==> src/rtl/detect_58_seq.sv <==
// Serial detector for the 8-bit pattern 0x58 (0,1,0,1,1,0,0,0 MSB first), overlapping matches.
// Optional saturating match counter enabled by defining DETECT_58_COUNT_EN.
module detect_58_seq (
    input  logic       clk,
    input  logic       rst_n,
    input  logic       clr,
    input  logic       in_valid,
    input  logic       in_bit,
    output logic [3:0] state,
    output logic       match,
    output logic [7:0] match_count
);

    typedef enum logic [3:0] {
        S0 = 4'd0,
        S1 = 4'd1,
        S2 = 4'd2,
        S3 = 4'd3,
        S4 = 4'd4,
        S5 = 4'd5,
        S6 = 4'd6,
        S7 = 4'd7,
        S8 = 4'd8
    } state_t;

    state_t r_state;
    logic   r_match;
    state_t w_next;
    logic   w_legal;
    logic   w_hit;

    // State n = number of leading pattern bits currently matched; S8 overlaps like S1.
    always_comb begin
        w_next = S0;
        case (r_state)
            S0:      w_next = in_bit ? S0 : S1;
            S1:      w_next = in_bit ? S2 : S1;
            S2:      w_next = in_bit ? S0 : S3;
            S3:      w_next = in_bit ? S4 : S1;
            S4:      w_next = in_bit ? S5 : S3;
            S5:      w_next = in_bit ? S0 : S6;
            S6:      w_next = in_bit ? S2 : S7;
            S7:      w_next = in_bit ? S2 : S8;
            S8:      w_next = in_bit ? S2 : S1;
            default: w_next = S0;
        endcase
    end

    assign w_legal = (r_state <= S8);
    assign w_hit   = in_valid && w_legal && (w_next == S8);

    always_ff @(posedge clk or negedge rst_n) begin
        if (!rst_n) begin
            r_state <= S0;
            r_match <= 1'b0;
        end else if (clr) begin
            r_state <= S0;
            r_match <= 1'b0;
        end else if (!w_legal) begin
            r_state <= S0;
            r_match <= 1'b0;
        end else if (in_valid) begin
            r_state <= w_next;
            r_match <= w_hit;
        end else begin
            r_match <= 1'b0;
        end
    end

    assign state = r_state;
    assign match = r_match;

`ifdef DETECT_58_COUNT_EN
    logic [7:0] r_count;

    // Counts on the same edge that raises match, so both appear together.
    always_ff @(posedge clk or negedge rst_n) begin
        if (!rst_n) begin
            r_count <= 8'd0;
        end else if (clr) begin
            r_count <= 8'd0;
        end else if (w_hit && (r_count != 8'hFF)) begin
            r_count <= r_count + 8'd1;
        end
    end

    assign match_count = r_count;
`else
    assign match_count = 8'd0;
`endif

endmodule

==> config.mk <==
export PLATFORM = sky130hd
export DESIGN_NAME = detect_58_seq
export DESIGN_NICKNAME = d
export VERILOG_FILES = /design/src/rtl/detect_58_seq.sv
export SDC_FILE = /design/constraint.sdc
export NUM_CORES = 1
export LEC_CHECK = 0
export BUFFER_PORTS_ARGS = -buffer_cell sky130_fd_sc_hd__buf_2
export CORE_AREA = 2 2 39 41
export DETAILED_ROUTE_END_ITERATION = 8
export DIE_AREA = 0 0 41 43
export GPL_ROUTABILITY_DRIVEN = 0
export PLACE_DENSITY = 0.6
export SYNTH_ARGS = -nofsm -noshare
export SYNTH_HDL_FRONTEND = slang
export SYNTH_SLANG_ARGS = --single-unit
export TNS_END_PERCENT = 50
==> constraint.sdc <==
create_clock -name clk -period 1.28 [get_ports clk]
set_input_delay 0.128 -clock clk [delete_from_list [all_inputs] [get_ports clk]]
set_output_delay 0.128 -clock clk [all_outputs]
set_load 0.02 [all_outputs]
Word-level counts from Yosys, hierarchy flattened:

Cells that the tools add are included.

* equality and inequality tests: 10
* reduce and logical (&&, ||, !) cells: 4
* muxes and demuxes: 15
* $add $sub $neg: 0
* div/mod/pow operators: 0
* magnitude comparators: 1
* bitwise logic cells: 0
* shifts and indexed selects: 0
* $mul: 0

Operator list (number)
* $pmux W4 S8: 1
* $eq A4 B3 Y1 const B: 4
* $mux W4: 4
* $mux W3: 4
* $eq A4 B2 Y1 const B: 2
* $eq A4 B4 Y1 const B: 2
* $eq A4 B1 Y1 const B: 1
* $le A4 B4 Y1 const B: 1
* $logic_not A4 Y1: 1
* $mux W1: 4
* $mux W2: 2
* $ne A3 B3 Y1 const B: 1
* $logic_and A1 B1 Y1: 2
* $reduce_or A2 Y1: 1

* bits in writable memories: 0
* memories: 0
* input bits: 5
* register bits: 5
* bits in read-only memories: 0
* latch bits: 0
* word-level logic and storage cells: 32

Logic depth before layout (Yosys ltp):

Gate-level depths: netlist (run 1).

* depth after elaboration: 8
* depth in mapped cells: 5
* gate-level depth less buffers: 4

Worst setup path before layout (run 1):

No wires, ideal clock.

* path type: register -> register
* from: reg r_state[2], in the netlist state[2]
* to: reg r_state[1], in the netlist state[1]
* arrival: 1.283 ns
* cell stages (with the launch flop): 6
* slack: -0.085 ns
* path through: dfrtp_1 -> buf_4 -> nor2b_4 -> a21o_1 -> a221o_1 -> a31oi_1

* longest elaborated chain between the ends: 6

RTL lines
* start, declared: RTL line 26 `state_t r_state;`
* start signal, assigned: RTL line 63 `r_state <= w_next;`
* $eq A4 B4 Y1 or $eq A4 B1 Y1 (tied branches): RTL line 35 `case (r_state)`
* $reduce_or A2 Y1 (no source line)
* $pmux W4 S8: RTL line 35
* $mux W4: RTL line 62 `end else if (in_valid) begin`
* $mux W4: RTL line 59 `end else if (!w_legal) begin`
* $mux W4: RTL line 56 `end else if (clr) begin`

Parallel ways exist; a longest one is shown, timed or not. The select of a mux whose other input is x is not followed.
A chain may end at the register's enable or synchronous reset.

Final worst setup path (run 1):

Ends and elaborated chain as after synthesis.

==> results.md, run 1 <==
- The run finished with clean final reports.
- The setup violation total in the final timing report is 0.
- 18 I/O pins were placed.
- OpenSTA, run right after detailed placement, puts the worst setup slack at approximately 0.085 ns.
- The slack of the worst reg-to-reg path is about 0.076 ns.
- For this run, design rule violations remaining after detail routing come to 0.
- The clock sink total is 5.
- After synthesis, the cell types taking the most area are sky130_fd_sc_hd__dfrtp_1, sky130_fd_sc_hd__buf_4, sky130_fd_sc_hd__a21oi_1.
- The via count of the first global-routing pass is ~300.
- The tightest hold path in the finished design has a slack of 0.07585 ns.
- The most common cell after layout, fill and taps aside is sky130_fd_sc_hd__buf_2.
- For this run, the post-layout net count is 67.
- The number of nets still failing antenna checks after routing is 0.
- The top cell type's share of synthesized area is 0.3247.
- Entering global routing, the biggest net connects 11 pins.
- The endpoint required time on the critical path is 1.46 ns.
- The number of H-tree levels is 1.
- The antenna diode instance count is 0.
- After technology mapping, the gate count stands at about 50.
- The number of distinct library cells after synthesis is 20.
- The arrival time of the worst setup path is 1.38 ns.
- In the layout the commonest cells are sky130_fd_sc_hd__buf_2, sky130_fd_sc_hd__conb_1, sky130_fd_sc_hd__nor2_1, sky130_fd_sc_hd__a21oi_1, sky130_fd_sc_hd__nand3_1.
- The count of synthesis-stage warnings from yosys is 0.
- On the final layout, the worst clock skew is 0.007961 ns.
- The die area is roughly 1800 sq um.
- The fraction of layout cells with a size suffix above 1 is 0.2787.
- For this run, the total global-route usage over all layers was measured as 0.1075.
- The detailed router placed approximately 360 vias in this run.
- The core area is roughly 1400 sq um.
- Tracing the worst setup path back leads to its startpoint at state[2]$_DFFE_PN0P_.
- The startpoint identified for the worst register-to-register timing path is state[2]$_DFFE_PN0P_.
- The layout overhead on the synthesized area is 17.86%.
- In the post-route analysis, the smallest setup slack over all paths is roughly 0.076 ns.
- Port buffering added 9 buffers.
- In the finished design, the share of the clock period the worst path needs comes to 0.9405.
- TritonCTS built the clock tree.
- After detailed routing, the average wire length per cell comes to 10.70 um.
- The initial utilization of the core area, before any placement, comes to 0.2785.
- Clock latency on the worst-skew pair, taken at its later pin, is 0.25 ns.
- The area of the mapped netlist is between 300 and 400 sq um.
- The finished layout holds 77 standard cells, fillers aside.
- The clock edge transition at the registers on the reported setup and hold paths is approximately 0.050 ns.
- After clock tree synthesis, the repair step resized 0 gates.
- The sequential fraction of the synthesis area is 0.3247.
- The die span in y is roughly 43 um.
- The initial antenna violation count is 0.
- The top achievable clock speed is approximately 830 MHz.
- Setup repair after global routing could not meet its margin everywhere.
- The count of maximum capacitance violations is 0.
- The final-layout fill cell count is between 150 and 200.
- The number of pins with negative max-slew slack in the final report is 0.
- In this run the worst setup path terminates at state[1]$_DFFE_PN0P_.
- IR analysis of the VDD net gives a maximum drop of between 0.0003 and 0.0004 V.
- The worst-case clock buffer depth is 2.
- After layout, the minimum clock period comes to approximately 1.2 ns.
- The endpoint of the worst-slack reg-to-reg timing path is state[1]$_DFFE_PN0P_.
- After floorplanning, the core was divided into 14 placement rows.
- The critical path in this run is classified as reg -> reg.
- The routed design has approximately 800 um of wire.
- The synthesized design contains 5 register bits.
- The worst min-delay path class is in -> reg.
- Measured along the x axis, the die boundary spans around 41 um.
- The mean instance size in the synthesized netlist is 7.865 sq um.
- The power density normalized to cell area is 1146 nW/um^2.
- The biggest fanout along the worst timing path is 6.
- The total overflow left after global routing is 0.
- The half-perimeter wire length after detailed placement is around 610 um.
- The final setup TNS is 0 ns.
- The number of buffers inserted during clock tree synthesis is 3.
- STA classifies the critical path endpoint as a flop.
- After detailed placement, the design holds a cell count of just over 70.
- The first detailed-routing pass took 4 iterations.
- The global-route wire length before repair is approximately 1300 um.
- The type of origin of the critical path is a flop.
- In this run the clock root is driven by a sky130_fd_sc_hd__clkbuf_4.
- The total leakage power is 0.0002230 uW.
- The library cell occupying the most area in the post-synthesis netlist is sky130_fd_sc_hd__dfrtp_1.
- The detailed router finished its first iteration with 13 violations.
- After detailed routing, the number of vias per cell comes to between 4 and 5.
- The final count of hold timing violations was 0.
- The length in cells of the worst reg-to-reg path is 4.
## flip-flops by register name, indices dropped and copies added (netlist names)
signal	flops
match	1
state	4
## metal layers
layer,share of wire,vias to the layer above,global-route usage
met5,0,-,0
met4,0.012,0,0.06000
met3,0.10,2,0.04712
met2,0.41,20,0.1438
met1,0.48,158,0.1387
li1,-,178,-
## metrics by stage
| stage | power (uW) | util | cell area [sq um] |
|---|---|---|---|
| finish | 520.7 | 0.3282 | 454.2 |
| global placement | 320.7 | 0.3020 | 417.9 |
| global route | 553.7 | 0.3282 | 454.2 |
| floorplan | 306.4 | - | 424.2 |
| CTS | 521.2 | 0.3282 | 454.2 |
| detailed placement | 320.1 | 0.3020 | 417.9 |
## report_power, final
group          internal (uW)  total (uW)  switching, uW
logic                   50.9         129           77.7
registers                169         192           23.6
clock network            119         200           80.8
total                    339         521            182
## synthesized netlist by cell type, drive strengths merged
master and n:
conb 1, buf 10, dfrtp 5, a21o 1, nor3 1, clkbuf 1, inv 1, nor2b 1
xnor2 1, a31oi 2, nor2 6, nand2 3, a21oi 5, o21ai 2, nand3 4, o21bai 1
nor3b 1, a221o 1, a211oi 2
## kinds of logic (layout without fill, tap and decap cells)
kind of cell | count (synthesis) | count (layout) | synth area share
AO/OA/AOI/OAI | 14 | 14 | 0.2273
XOR/XNOR | 1 | 1 | 0.02273
flip-flops | 5 | 5 | 0.3247
AND/OR/NAND/NOR | 16 | 16 | 0.2078
other | 1 | 8 | 0.009731
buffers and inverters | 12 | 17 | 0.2077
## worst max-delay path, cell delays in order (launching register included)
cell	delay, ns
sky130_fd_sc_hd__dfrtp_2	0.45
sky130_fd_sc_hd__nor2b_4	0.17
sky130_fd_sc_hd__nand2_1	0.07
sky130_fd_sc_hd__a221o_1	0.29
sky130_fd_sc_hd__a31oi_1	0.15
## how the worst min path moves through the flow
stage / from / end / slack [ns] / depth (start not counted)
2_1_floorplan: rst_n / match$_DFF_PN0_ / -0.17 / 0
3_3_place_gp: rst_n / state[1]$_DFFE_PN0P_ / -0.05 / 1
3_5_place_dp: rst_n / state[1]$_DFFE_PN0P_ / -0.05 / 1
4_1_cts: clr / state[3]$_DFFE_PN0P_ / 0.07 / 2
5_1_grt: clr / state[3]$_DFFE_PN0P_ / 0.07 / 2
6_report: clr / state[3]$_DFFE_PN0P_ / 0.08 / 2
## cell type report
cell class,instances,area (sq um),area share
inverters,1,3.754,0.008264
clock buffers,4,26.28,0.05785
multi-input cells,39,206.4,0.4545
well taps,16,20.02,0.04408
repair buffers,12,70.07,0.1543
flip-flops and latches,5,127.6,0.2810
## what timing repair did
| item | CTS | global route |
|---|---|---|
| buffers inserted | 0 | 0 |
| setup endpoints to repair | 0 | 1 |
| hold buffers | 1 | 0 |
| endpoints found under the hold margin | 5 | 0 |
No activity file was read; power rests on OpenSTA's default activity.
==> run 2: changes to the inputs <==
- ABC_AREA: not set -> 1
- PLACE_DENSITY: 0.6 -> 0.64
==> run 2 against run 1 <==
  * Core utilization is 3.6 points higher
  * Critical endpoint unchanged
  * Clock power is 11% lower
  * Synthesized cell count is 31% higher
  * Critical path type unchanged
==> results.md, run 2 <==
- The flow ran to the end, and the final reports show no timing, DRC or antenna violations.
- The global-route wire length before repair was 1449 um (+15%).
- The minimum period implied by the final worst setup slack is 1.158 ns (-0.04560 ns).
- The total leakage power came to 0.0002762 uW (+24%).
- The buffer type at the clock tree root is sky130_fd_sc_hd__clkbuf_4.
- The endpoint required time on the critical path is 1.45 ns (about the same).
- The count of synthesis-stage warnings from yosys is 0 (unchanged).
- The top cell type's share of synthesized area is 0.2915 (-0.03313).
- The met2 wire length is 423 um (+26%).
- The number of H-tree levels is 1 (unchanged).
- The most common cell after layout, fill and taps aside is sky130_fd_sc_hd__nand2_1.
- The first-pass iteration count of the detailed router is 4 (unchanged).
- The final setup TNS is 0 ns (unchanged).
- The count of buffers from port buffering was 9 (unchanged).
- The top cell types in the final layout, fill and taps aside, are sky130_fd_sc_hd__nand2_1, sky130_fd_sc_hd__buf_2, sky130_fd_sc_hd__nor2_1, sky130_fd_sc_hd__conb_1, sky130_fd_sc_hd__nand3_1.
- The power density normalized to cell area is 826.9 nW/um^2 (-28%).
- In this run the worst hold path is classified as in -> reg.
- The commonest cells after synthesis are sky130_fd_sc_hd__nand2_1, sky130_fd_sc_hd__buf_4, sky130_fd_sc_hd__nor2_1.
- sky130_fd_sc_hd__nand2_1 is the most common cell in the netlist.
- The combinational fraction of design power is 0.165 (-0.082).
- The worst vdd rail ir drop was 0.0004956 V (+38%).
- The arrival time of the worst setup path was 1.33 ns (-0.05 ns).
- The fraction of layout cells with a size suffix above 1 is 0.2597 (-0.01895).
- The routed length on met3 is 73 um (-13%).
- The net switching power figure was 118.9 uW (-35%).
- The setup violation total in the final timing report was 0 (unchanged).
- The sequential share of power was 0.405 (+0.036).
- The width of the die came to 41 um (unchanged).
- The synthesized netlist cell count is 64 (+31%).
- The count of flip-flops with a built-in enable after synthesis is 0 (unchanged).
- The initial antenna violation count came to 0 (unchanged).
- The share of the core filled with cells was 0.3644 (+0.03617).
- In the synthesized netlist the dominant register cell turns out to be sky130_fd_sc_hd__dfrtp_1.
- The biggest fanout along the worst timing path came to 6 (unchanged).
- The site row count was 14 (unchanged).
- The type of origin of the critical path is a flop.
- The number of nets at the end of the flow is 83 (+24%).
- The via density per instance is 4.624 (-0.55%).
- The highest signal layer in the routed design is met4.
- The clock skew is 0.002229 ns (-0.005732 ns).
- The worst setup margin was 0.1217 ns (+0.04560 ns).
- The internal cell power is 298.1 uW (-12%).
- The antenna diode instance count is 0 (unchanged).
- The sequential fraction of the synthesis area is 0.2915 (-0.03313).
- Setup repair after global routing left no endpoint under its margin.
- The core area came to 1384 sq um (unchanged).
- The total vias in the final route is 430 (+20%).
- The worst-case clock buffer depth is 2 (unchanged).
- The worst setup path is of the reg -> reg kind.
- The proportion of register bits with asynchronous set or reset after synthesis is 1.000 (unchanged).
- The count of maximum capacitance violations is 0 (unchanged).
- The initial standard-cell utilization of the core is 0.3101 (+0.03165).
- The number of DRC violations after detailed-routing iteration 0 came to 14 (+1).
- The worst-skew pair later-pin latency came to 0.24 ns (about the same).
- The slack of the worst reg-to-reg path is 0.12 ns (+0.05 ns).
- The number of synthesized register bits is 5 (unchanged).
- The pin count of the biggest net entering global routing came to 9 (-2).
- The final-layout fill cell count is 157 (+0.64%).
- The kind of end point of the critical path is a flop.
- The clock sink total came to 5 (unchanged).
- The mean instance size in the synthesized netlist is 6.706 sq um (-15%).
- The total global-route track usage is 0.1202 (+0.01266).
- sky130_fd_sc_hd__dfrtp_1 takes more of the synthesized area than any other cell.
- The number of distinct library cells after synthesis was 17 (-15%).
- The final count of hold timing violations is 0 (unchanged).
- The flip-flop count of the largest register, all copies and words added is 4 (unchanged).
- The part of the cycle the worst path needs is 0.9049 (-0.03562).
- The leftover overflow at the end of global routing came to 0 (unchanged).
- The number of pins with negative max-slew slack in the final report is 0 (unchanged).
- The top achievable clock speed is 863.4 MHz (+3.9%).
- The power share of the clock group was 0.430 (+0.046).
- The die span in y is 43 um (unchanged).
- The via count of the first global-routing pass came to 380 (+28%).
- The die area came to 1763 sq um (unchanged).
- Sorting the synthesized cells by area gives the leading types as sky130_fd_sc_hd__dfrtp_1, sky130_fd_sc_hd__nand2_1, sky130_fd_sc_hd__buf_4.
- The half-perimeter wire length after detailed placement is 665.6 um (+8.7%).
- The number of buffers inserted to repair setup after CTS came to 0 (unchanged).
- The post-placement worst setup slack is 0.09842 ns (+0.01306 ns).
- The length in cells of the worst reg-to-reg path is 8 (+4).
- The total routed wire length on the met1 layer is 333 um (-15%).
- The switching part of the total power was 0.2852 (-0.06463).
- The worst hold path depth was 4 (+2).
- The clock tree from TritonCTS is built.
- The number of nets still failing antenna checks after routing came to 0 (unchanged).
- The final wirelength is 831 um (+0.85%).
- The clock edge transition at the registers on the reported setup and hold paths is 0.04 ns (about the same).
- The number of buffers inserted during clock tree synthesis is 3 (unchanged).
- The number of top-level design ports is 18 (unchanged).
- The wire length per cell after detailed routing was 8.935 um (-17%).
- The area growth from synthesis to layout is 17.49%.
- The area of the mapped netlist is 429.2 sq um (+11%).
- The DRC violations left came to 0 (unchanged).
run 2: changes by cell type in the layout (fill, tap and decap cells not counted), moves of 2 or more:
cell                       previous run  this run
sky130_fd_sc_hd__nand2_1              3        18
sky130_fd_sc_hd__inv_1                1         6
sky130_fd_sc_hd__a21oi_1              5         1
sky130_fd_sc_hd__nand3_1              4         7
sky130_fd_sc_hd__a211oi_1             2         0
sky130_fd_sc_hd__a31oi_1              2         0
sky130_fd_sc_hd__buf_4                2         0
sky130_fd_sc_hd__nand4_1              0         2
sky130_fd_sc_hd__nor2_1               6         8
sky130_fd_sc_hd__nor2_4               0         2
run 2: path summary, 6_finish.rpt:
kind / from / to
worst max-delay path: state[2]$_DFFE_PN0P_ / state[1]$_DFFE_PN0P_
worst min-delay path: in_valid / state[0]$_DFFE_PN0P_
worst max register to register: state[2]$_DFFE_PN0P_ / state[1]$_DFFE_PN0P_
worst min register to register: state[0]$_DFFE_PN0P_ / state[0]$_DFFE_PN0P_
max in group asynchronous: rst_n / state[0]$_DFFE_PN0P_
min in group asynchronous: rst_n / state[2]$_DFFE_PN0P_
run 2: layout make-up:
type                            count  area [sq um]  share of cell area
Multi-Input combinational cell     51         249.0              0.4938
Clock buffer                        4         26.28             0.05211
Timing Repair Buffer               10         55.05              0.1092
Tap cell                           16         20.02             0.03970
Sequential cell                     5         127.6              0.2531
Inverter                            7         26.28             0.05211
run 2: what timing repair did:
item / 4_1_cts / 5_1_grt
endpoints found under the setup margin: 0 / 4
hold endpoints to repair: 5 / 0
gates resized for setup: 0 / 3
hold buffers: 1 / 0
run 2: through the flow:
stage | instances | hold WS [ns] | power (uW) | cell area [sq um]
CTS | 93 | 0.1912 | 422.3 | 496.7
detailed placement | 88 | -0.05523 | 234.9 | 460.4
global placement | 88 | -0.05384 | 234.5 | 460.4
floorplan | 71 | -0.1676 | 234.4 | 455.4
finish | 93 | 0.1932 | 417.0 | 504.2
global route | 93 | 0.2017 | 457.4 | 504.2
run 2: logic make-up (layout without fill, tap and decap cells):
logic type / after synthesis / in the layout / synth area share
and+or+nand+nor: 38 / 38 / 0.4169
other: 1 / 8 / 0.008738
buffers and inverters: 15 / 21 / 0.2012
DFF: 5 / 5 / 0.2915
AOI/OAI and AO/OA: 5 / 5 / 0.08162
run 2: layer usage:
layer,vias up,GRT usage
met5,-,0
li1,214,-
met3,2,0.04712
met4,0,0.06000
met2,21,0.1781
met1,193,0.1443
run 2: worst max-delay path, cell delays in order, from the launching register on:
cell and delay, ns:
sky130_fd_sc_hd__dfrtp_1 0.45, sky130_fd_sc_hd__inv_2 0.09, sky130_fd_sc_hd__nor2_4 0.14, sky130_fd_sc_hd__nand3_1 0.13, sky130_fd_sc_hd__nand2_1 0.08, sky130_fd_sc_hd__nor2_1 0.04
sky130_fd_sc_hd__nand2_1 0.05, sky130_fd_sc_hd__nand2_1 0.05, sky130_fd_sc_hd__nand2_1 0.06
run 2: power by group through the flow:
stage | combinational, uW | sequential, uW | clock (uW)
2_1_floorplan | 62.6 | 172 | 0
3_3_place_gp | 65.3 | 169 | 0
3_5_place_dp | 65.5 | 169 | 0
4_1_cts | 67.9 | 167 | 187
5_1_grt | 78.3 | 169 | 210
6_report | 68.9 | 169 | 179
==> run 3: changes to the inputs <==
- BUFFER_PORTS_ARGS: -buffer_cell sky130_fd_sc_hd__buf_2 -> -buffer_cell sky130_fd_sc_hd__clkbuf_2
==> run 3 against run 2 <==
  * Wire length fell by 1.3%
  * Clock skew rose by 0.0031 ns
  * First-iteration DRC count fell by 29%
  * Cell area rose by 0.25%
==> results.md, run 3 (same netlist as run 2, synthesis figures left out) <==
- The flow ran to the end, and the final reports show no timing, DRC or antenna violations.
- The clock sink total is 5 (unchanged).
- The power share of the clock group was 0.438 (+0.008).
- The buffer type at the clock tree root is sky130_fd_sc_hd__clkbuf_4.
- The family with the most delay on the worst path is flip-flops.
- In this run the worst hold path is classified as in -> reg.
- The critical path's most frequent cell is sky130_fd_sc_hd__nand2_1.
- The final count of hold timing violations is 0 (unchanged).
- The half-perimeter wire length after detailed placement came to 661.9 um (-0.56%).
- In the layout the commonest cells are sky130_fd_sc_hd__nand2_1, sky130_fd_sc_hd__clkbuf_2, sky130_fd_sc_hd__nor2_1, sky130_fd_sc_hd__conb_1, sky130_fd_sc_hd__nand3_1.
- The first-pass iteration count of the detailed router is 4 (unchanged).
- The count of buffers from port buffering is 9 (unchanged).
- Traced cell by cell, the critical path runs through inv_2, nor2_4, nand3_1, nand2_1, o21ai_0, nand2_1.
- The width of the die is 41 um (unchanged).
- The die span in y is 43 um (unchanged).
- The clock edge transition at the registers on the reported setup and hold paths is 0.05 ns (about the same).
- The worst vdd rail ir drop is 0.0006705 V (+35%).
- The worst setup margin is 0.1539 ns (+0.03213 ns).
- The die area came to 1763 sq um (unchanged).
- TritonCTS built the clock tree.
- Setup repair after global routing left no endpoint under its margin.
- The post-placement worst setup slack is 0.09559 ns (-0.002831 ns).
- The flip-flop count of the largest register, all copies and words added is 4 (unchanged).
- The sequential share of power is 0.399 (-0.006).
- The number of buffers inserted during clock tree synthesis is 3 (unchanged).
- The global-route wire length before repair is 1366 um (-5.7%).
- The via density per instance is 4.409 (-4.7%).
- The antenna diode instance count is 0 (unchanged).
- The cell with the largest stage delay on the worst path is sky130_fd_sc_hd__dfrtp_2.
- The number of top-level design ports was 18 (unchanged).
- The layout overhead on the synthesized area is 17.78%.
- The via count of the first global-routing pass was 350 (-7.9%).
- The switching part of the total power is 0.2942 (+0.009019).
- The top achievable clock speed came to 888.0 MHz (+2.9%).
- The number of DRC violations after detailed-routing iteration 0 is 10 (-4).
- The final setup TNS is 0 ns (unchanged).
- Leaving out fill and tap cells, the most frequent cell in the layout is sky130_fd_sc_hd__nand2_1.
- The maximum cell stage delay along the critical path is 0.44 ns (about the same).
- The buffers plus inverters on the worst setup path is 1 (unchanged).
- The slack of the worst reg-to-reg path is 0.15 ns (+0.03 ns).
- STA classifies the critical path endpoint as a flop.
- The total global-route track usage was 0.1190 (-0.001250).
- The worst-skew pair later-pin latency was 0.24 ns (about the same).
- The minimum period implied by the final worst setup slack is 1.126 ns (-0.03213 ns).
- The part of the cycle the worst path needs is 0.8798 (-0.02510).
- The fraction of layout cells with a size suffix above 1 came to 0.2727 (+0.01299).
- The final wirelength is 820 um (-1.3%).
- The total leakage power is 0.0002711 uW (-1.9%).
- The count of maximum capacitance violations is 0 (unchanged).
- The endpoint required time on the critical path was 1.41 ns (-0.04 ns).
- The length in cells of the worst reg-to-reg path came to 6 (-2).
- The setup violation total in the final timing report came to 0 (unchanged).
- The internal cell power is 298.2 uW (about the same).
- The power density normalized to cell area is 835.7 nW/um^2 (+1.1%).
- The worst hold path depth came to 4 (unchanged).
- The total vias in the final route is 410 (-4.7%).
- The number of H-tree levels came to 1 (unchanged).
- The site row count is 14 (unchanged).
- The number of pins with negative max-slew slack in the final report came to 0 (unchanged).
- The combinational fraction of design power came to 0.163 (-0.002).
- The worst-case clock buffer depth is 2 (unchanged).
- The sink of the worst hold path is state[2]$_DFFE_PN0P_.
- The number of nets at the end of the flow is 83 (unchanged).
- The initial antenna violation count was 0 (unchanged).
- The endpoint of the worst-slack reg-to-reg timing path is state[2]$_DFFE_PN0P_.
- The worst setup path is of the reg -> reg kind.
- The core area was 1384 sq um (unchanged).
- The number of nets still failing antenna checks after routing is 0 (unchanged).
- The net switching power figure is 124.3 uW (+4.5%).
- The final-layout fill cell count is 162 (+3.2%).
- The leftover overflow at the end of global routing is 0 (unchanged).
- The initial standard-cell utilization of the core is 0.3101 (unchanged).
- The startpoint of the most critical hold path is clr.
- The wire length per cell after detailed routing is 8.817 um (-1.3%).
- The arrival time of the worst setup path is 1.25 ns (-0.08 ns).
- The pin count of the biggest net entering global routing is 9 (unchanged).
- The DRC violations left is 0 (unchanged).
- The biggest fanout along the worst timing path was 6 (unchanged).
- STA classifies the critical path startpoint as a flop.
- The clock skew is 0.005347 ns (+0.003118 ns).
- The worst register-to-register path begins at state[2]$_DFFE_PN0P_.
## run 3: cell types whose count changed in the layout (fill, tap and decap cells not counted), sizes merged
| cell | previous run | this run |
|---|---|---|
| buf | 9 | 0 |
| clkbuf | 4 | 13 |
## run 3: worst max path at each step
stage,start,end,slack [ns],cells past startpoint
after floorplan,state[1]$_DFFE_PN0P_,state[3]$_DFFE_PN0P_,0.10,5
after global placement,state[2]$_DFFE_PN0P_,state[2]$_DFFE_PN0P_,0.15,6
after detailed placement,state[1]$_DFFE_PN0P_,state[3]$_DFFE_PN0P_,0.1,5
after CTS,state[1]$_DFFE_PN0P_,state[3]$_DFFE_PN0P_,0.09,5
after global routing,state[2]$_DFFE_PN0P_,state[1]$_DFFE_PN0P_,0.03,8
final,state[2]$_DFFE_PN0P_,state[2]$_DFFE_PN0P_,0.15,6
## run 3: layout make-up
| cell class | instances | area, sq um | share of cell area |
|---|---|---|---|
| clock buffers | 4 | 26.28 | 0.05198 |
| repair buffers | 10 | 55.05 | 0.1089 |
| inverters | 7 | 26.28 | 0.05198 |
| multi-input cells | 51 | 249.0 | 0.4926 |
| well taps | 16 | 20.02 | 0.03960 |
| flip-flops and latches | 5 | 128.9 | 0.2550 |
## run 3: worst min-delay path, cell delays in order
cell	delay (ns)
sky130_fd_sc_hd__clkbuf_2	0.11
sky130_fd_sc_hd__nor3_4	0.05
sky130_fd_sc_hd__nand2_1	0.05
sky130_fd_sc_hd__nand2_1	0.05
## run 3: layer usage
layer | wire (um) | GRT usage | vias up
li1 | - | - | 213
met1 | 339 | 0.1368 | 176
met2 | 403 | 0.1719 | 21
met3 | 77 | 0.06283 | 0
met4 | 0 | 0.06000 | 0
met5 | 0 | 0 | -
## run 3: power groups by stage
| stage | Clock, uW | Combinational (uW) | Sequential, uW |
|---|---|---|---|
| final | 185 | 68.8 | 169 |
| after global routing | 211 | 76.6 | 169 |
| after CTS | 191 | 67.8 | 167 |
| after detailed placement | 0 | 65.2 | 170 |
| after global placement | 0 | 65.1 | 169 |
| after floorplan | 0 | 62.6 | 172 |
## run 3: metrics by stage
step / instance area [sq um] / hold slack, ns / cells / util / total power [uW]
floorplan: 455.4 / -0.1676 / 71 / - / 234.4
global placement: 460.4 / -0.05103 / 88 / 0.3327 / 234.3
detailed placement: 460.4 / -0.04806 / 88 / 0.3327 / 234.9
CTS: 496.7 / 0.1909 / 93 / 0.3590 / 426.5
global route: 505.5 / 0.1921 / 93 / 0.3653 / 456.8
finish: 505.5 / 0.1864 / 93 / 0.3653 / 422.4
## run 3: repair_timing
item                                    4_1_cts  5_1_grt
gates resized for setup                       0        4
setup buffers                                 0        0
endpoints found under the setup margin        0        4
hold buffers                                  1        0
hold endpoints to repair                      5        0
